$ cat src/rtl/scan_ctrl_pkg.sv
// Shared definitions for the scan cluster sequencer.
//   MODE_*        : 2-bit {se1,se0} mode select encodings driven to the chain
//   scan_state_t  : sequencer state encoding
package scan_ctrl_pkg;

    localparam logic [1:0] MODE_FUNC    = 2'b00;  // functional D path
    localparam logic [1:0] MODE_SHIFT   = 2'b01;  // scan-in (Si) path
    localparam logic [1:0] MODE_HOLD    = 2'b10;  // keep contents
    localparam logic [1:0] MODE_CAPTURE = 2'b11;  // capture D into the chain

    typedef enum logic [2:0] {
        IDLE,
        LOAD,
        CAPTURE,
        UNLOAD,
        DONE
    } scan_state_t;

endpackage

$ cat src/rtl/scan_shift_cnt.sv
// Shift counter shared by the LOAD and UNLOAD phases.
// Ports:
//   clk, reset : clock, synchronous active-low reset
//   clr        : return the count to zero (wins over inc)
//   inc        : advance the count by one
//   cnt        : current count
//   tc         : terminal count, high when cnt == CHAIN_LEN-1
module scan_shift_cnt
    import scan_ctrl_pkg::*;
#(
    parameter int CHAIN_LEN = 3,
    parameter int CNT_W     = $clog2(CHAIN_LEN + 1)
) (
    input  logic             clk,
    input  logic             reset,
    input  logic             clr,
    input  logic             inc,
    output logic [CNT_W-1:0] cnt,
    output logic             tc
);

    always_ff @(posedge clk) begin
        if (!reset) begin
            cnt <= '0;
        end else if (clr) begin
            cnt <= '0;
        end else if (inc) begin
            cnt <= cnt + 1'b1;
        end
    end

    assign tc = (cnt == CNT_W'(CHAIN_LEN - 1));

endmodule

$ cat src/rtl/scan_cluster_ctrl.sv
// Sequencer for one scan cluster. In IDLE the chain runs functionally; on
// start a pattern is shifted in, one capture clock is applied, the response
// is shifted out and compared against the expected value.
// Ports:
//   clk, reset       : clock, synchronous active-low reset
//   start, abort     : run request (IDLE only) / terminate a run in progress
//   func_en          : functional enable, forwarded to en while IDLE
//   pattern_in       : stimulus, MSB lands in the last flop of the chain
//   expect_in        : expected captured response
//   scl              : serial output of the chain
//   sci, se1, se0, en: serial input, mode select and enable to the chain
//   busy, done, pass : run in progress / completion pulse / compare result
//   resp_out         : unloaded response
module scan_cluster_ctrl
    import scan_ctrl_pkg::*;
#(
    parameter int CHAIN_LEN = 3,
    parameter int CNT_W     = $clog2(CHAIN_LEN + 1)
) (
    input  logic                 clk,
    input  logic                 reset,
    input  logic                 start,
    input  logic                 abort,
    input  logic                 func_en,
    input  logic [CHAIN_LEN-1:0] pattern_in,
    input  logic [CHAIN_LEN-1:0] expect_in,
    input  logic                 scl,
    output logic                 sci,
    output logic                 se1,
    output logic                 se0,
    output logic                 en,
    output logic                 busy,
    output logic                 done,
    output logic                 pass,
    output logic [CHAIN_LEN-1:0] resp_out
);

    scan_state_t          state;
    logic [CHAIN_LEN-1:0] pat;
    logic [CHAIN_LEN-1:0] exp_val;
    logic [CNT_W-1:0]     cnt;
    logic                 tc;
    logic                 cnt_inc;
    logic                 cnt_clr;
    logic [CHAIN_LEN-1:0] resp_next;
    logic [1:0]           mode;

    // The counter only runs mid-phase; it is zero on entry to every phase
    // because it is held clear in all other states and on terminal count.
    assign cnt_inc = ((state == LOAD) || (state == UNLOAD)) && !tc && !abort;
    assign cnt_clr = !cnt_inc;

    scan_shift_cnt #(
        .CHAIN_LEN (CHAIN_LEN),
        .CNT_W     (CNT_W)
    ) u_cnt (
        .clk   (clk),
        .reset (reset),
        .clr   (cnt_clr),
        .inc   (cnt_inc),
        .cnt   (cnt),
        .tc    (tc)
    );

    assign resp_next = {resp_out[CHAIN_LEN-2:0], scl};

    always_ff @(posedge clk) begin
        if (!reset) begin
            state    <= IDLE;
            pat      <= '0;
            exp_val  <= '0;
            resp_out <= '0;
            pass     <= 1'b0;
        end else if (abort && (state != IDLE)) begin
            // Partial response is left in resp_out for debug.
            state <= IDLE;
            pass  <= 1'b0;
        end else begin
            case (state)
                IDLE: begin
                    if (start) begin
                        state   <= LOAD;
                        pat     <= pattern_in;
                        exp_val <= expect_in;
                        pass    <= 1'b0;
                    end
                end
                LOAD: begin
                    if (tc) begin
                        state <= CAPTURE;
                    end
                end
                CAPTURE: begin
                    state <= UNLOAD;
                end
                UNLOAD: begin
                    resp_out <= resp_next;
                    if (tc) begin
                        state <= DONE;
                        // Compare the completed response now so pass is
                        // already valid while done is high.
                        pass  <= (resp_next == exp_val);
                    end
                end
                DONE: begin
                    pass  <= (resp_out == exp_val);
                    state <= IDLE;
                end
                default: begin
                    state <= IDLE;
                end
            endcase
        end
    end

    // Moore decode; en follows func_en directly while IDLE.
    always_comb begin
        mode = MODE_FUNC;
        en   = func_en;
        sci  = 1'b0;
        busy = 1'b0;
        done = 1'b0;
        case (state)
            IDLE: begin
                mode = MODE_FUNC;
                en   = func_en;
            end
            LOAD: begin
                mode = MODE_SHIFT;
                en   = 1'b1;
                busy = 1'b1;
                // MSB first so it ends up in the last flop.
                sci  = pat[CNT_W'(CHAIN_LEN - 1) - cnt];
            end
            CAPTURE: begin
                mode = MODE_CAPTURE;
                en   = 1'b1;
                busy = 1'b1;
            end
            UNLOAD: begin
                mode = MODE_SHIFT;
                en   = 1'b1;
                busy = 1'b1;
            end
            DONE: begin
                mode = MODE_HOLD;
                en   = 1'b0;
                busy = 1'b1;
                done = 1'b1;
            end
            default: begin
                mode = MODE_FUNC;
                en   = func_en;
            end
        endcase
    end

    assign se1 = mode[1];
    assign se0 = mode[0];

endmodule

$ cat config.mk
export PLATFORM = sky130hd
export DESIGN_NAME = scan_cluster_ctrl
export DESIGN_NICKNAME = d
export VERILOG_FILES = /design/src/rtl/scan_ctrl_pkg.sv /design/src/rtl/scan_shift_cnt.sv /design/src/rtl/scan_cluster_ctrl.sv
export SDC_FILE = /design/constraint.sdc
export NUM_CORES = 1
export LEC_CHECK = 0
export BUFFER_PORTS_ARGS = -buffer_cell sky130_fd_sc_hd__buf_4
export CAP_MARGIN = 25
export CORE_MARGIN = 2
export CORE_UTILIZATION = 45
export DETAILED_ROUTE_END_ITERATION = 7
export PLACE_DENSITY_LB_ADDON = 0.12
export SYNTH_ARGS = -nofsm -noshare
export SYNTH_HDL_FRONTEND = slang
export SYNTH_SLANG_ARGS = --single-unit
$ cat constraint.sdc
create_clock -name clk -period 4.35 [get_ports clk]
set_input_delay 0.87 -clock clk [delete_from_list [all_inputs] [get_ports clk]]
set_output_delay 0.87 -clock clk [all_outputs]
set_load 0.05 [all_outputs]
==> impl_metrics.csv <==
group,metric,value,unit
place,gp_routability_congestion,0.755,
pwr,power_density,282,nW/µm²
job,maxCapViolCount,0,
worst_setup_path,path_max_fanout,4,
grt,grt_usage,0.169,
floorplan,core,1690,µm²
worst_hold_path,whs_endpoint,"u_cnt.cnt[0]",
cts,cts_setup_buffers,0,
cts,clk_pin_slew,0.09,ns
layout,areaGrowthSynthToFinish,22.3,%
timing,max_freq,378,MHz
cts,cts.sink_count,15,
yosys,synth_warnings,0,
layout,diodes,0,
yosys,synth_cells,87,
route,first_pass_iters,4,
layout,multiInputGateArea,437,µm²
timing,finalSetupViolCount,0,
worst_setup_path,ff2ff_path_depth,4,
timing,hold_violations,0,
pwr,ir_drop,143,µV
layout,final_util,0.573,
cts,cts_buffers,3,
worst_setup_path,required,3.48,ns
grt,grt_pass1_vias,594,
worst_setup_path,crit_arrival,1.77,ns
layout,final_cell_mix,"buf_4 (21), dfxtp_1 (15), mux2i_1 (11)",
route,vias,648,
layout,drive_gt1_frac,0.262,
layout,final_common_cell,"buf_4",
outcome,status,"complete, no violations",
timing,tightest_slew,0.556,ns
worst_hold_path,hp-start,"u_cnt.cnt[0]",
floorplan,num_io_pins,22,
timing,slew_headroom,0.625,
route,totalWireLength,1540,µm
worst_setup_path,ff2ff_setup_slack,2.60,ns
timing,finalCriticalPeriod,2.64,ns
timing,drv_slew,0,
floorplan,die_h,46.0,µm
yosys,syn_area_per_cell,9.10,µm²
cts,cts-root-buf,"clkbuf_4",
worst_setup_path,end_kind,"primary output",
yosys,synth_cell_types,30,
worst_hold_path,hold_depth,1,
grt,grt_antenna_before_repair,0,
floorplan,initial_core_util,0.469,
yosys,ys.flop_type,"dfxtp_1",
worst_setup_path,critical_path_class,"reg -> out",
cts,tritoncts,"done",
floorplan,die_area,2110,µm²
route,ant_nets,0,
worst_hold_path,hp-class,"reg -> reg",
yosys,ys_ff_latch,15,
cts,cts_buffer_depth,2,
floorplan,die_w,46.0,µm
yosys,syn_nets,100,
grt,grt_overflow,0,
yosys,synth_edf_count,0,
cts,worst_skew_pair.late_latency,0.28,ns
route,drc_errors,0,
layout,fill_cells,174,
timing,rsz0062_at_grt,"false",
worst_setup_path,timing.rr.start,"state[2]",
worst_setup_path,reg2reg_to,"pass",
yosys,async_flop_share,0,
route,drtIter0Drc,12,
timing,post-route-period-util,0.608,
place,hpwl,1170,µm
route,drt-wirelength-per-cell,12.4,µm
worst_setup_path,critPathLaunchType,"flip-flop",
timing,tns,0,ns
layout,regArea,300,µm²
place,io_buffers,21,
yosys,netlist_area,792,µm²
route,avgViaCountPerCell,5.23,
yosys,ys_seq_area_frac,0.379,
pwr,power.leakage,0.000413,µW
grt,grt_max_degree,13,
cts,htree_levels,1,
floorplan,rows,15,
cts,hold_buffers,0,
cts,cts-resized-gates,0,
grt,grt_pass1_wl,2560,µm
timing,fin_worst_skew,0.00366,ns
layout,final_net_count,121,
==> through the flow <==
step	power (µW)	instance area, µm²	setup slack (ns)	hold slack, ns	instances
after floorplan	179	792	1.38	0.426	87
after global placement	195	942	1.99	0.443	120
after detailed placement	196	942	1.98	0.473	120
after CTS	273	968	1.69	0.489	124
after global routing	288	968	1.59	0.517	124
final	273	968	1.71	0.484	124
==> how the worst max path moves through the flow <==
stage | from | to | cells after the start
2_1_floorplan | u_cnt.cnt[0] | sci | 5
3_3_place_gp | func_en | en | 3
3_5_place_dp | func_en | en | 3
4_1_cts | u_cnt.cnt[0] | sci | 6
5_1_grt | u_cnt.cnt[0] | sci | 6
6_report | u_cnt.cnt[0] | sci | 6
==> layer usage <==
| layer | global-route usage | wire [µm] | share of wire | vias to the layer above |
|---|---|---|---|---|
| li1 | - | - | - | 336 |
| met1 | 0.232 | 744 | 0.48 | 292 |
| met2 | 0.244 | 705 | 0.46 | 18 |
| met3 | 0.0357 | 74 | 0.048 | 2 |
| met4 | 0.0857 | 13 | 0.0085 | 0 |
| met5 | 0 | 0 | 0 | - |
==> kinds of logic (layout without fill, tap and decap cells) <==
kind of cell / count (synthesis) / after routing / share of synthesized area
and+or+nand+nor: 33 / 33 / 0.245
DFF: 15 / 15 / 0.379
buffers and inverters: 12 / 32 / 0.0695
muxes: 11 / 11 / 0.139
AOI/OAI and AO/OA: 10 / 10 / 0.0948
xor gates and xnor gates: 4 / 4 / 0.0442
adders and majority gates: 2 / 2 / 0.0284
==> sequential cells by signal (all words and copies together), names as in the netlist <==
| name | cells |
|---|---|
| pass | 1 |
| resp_out | 3 |
| pat | 3 |
| state | 3 |
| exp_val | 3 |
| u_cnt.cnt | 2 |
==> worst max-delay path: stages, from the launching register on <==
cell	delay [ns]
dfxtp_1	0.38
inv_1	0.06
ha_1	0.34
mux2i_1	0.14
o22a_1	0.20
nor3_1	0.16
buf_4	0.22
==> where the power goes <==
group / switching [µW] / leakage, µW / internal (µW)
combinational: 24.8 / 0.000276 / 20.8
clock: 45.3 / 0.0000150 / 35.5
sequential: 4.42 / 0.000122 / 142
==> layout make-up <==
type	instances	area share
multi-input cells	60	0.451
flip-flops and latches	15	0.310
repair buffers	21	0.163
clock buffers	4	0.0271
inverters	7	0.0271
well taps	17	0.0220
==> synth_stat cells (2+ instances only) <==
library cell,n,share of area
dfxtp_1,15,0.38
mux2i_1,11,0.14
a21oi_1,2,0.013
o21ai_0,2,0.013
buf_2,2,0.013
nor3_1,4,0.025
a221oi_1,2,0.022
and2_1,2,0.016
nor2b_1,8,0.063
inv_1,7,0.033
xnor2_1,3,0.033
nand2_1,3,0.014
clkbuf_1,2,0.0095
nor2_1,8,0.038
Note: power is estimated with default switching activity, not from simulation.
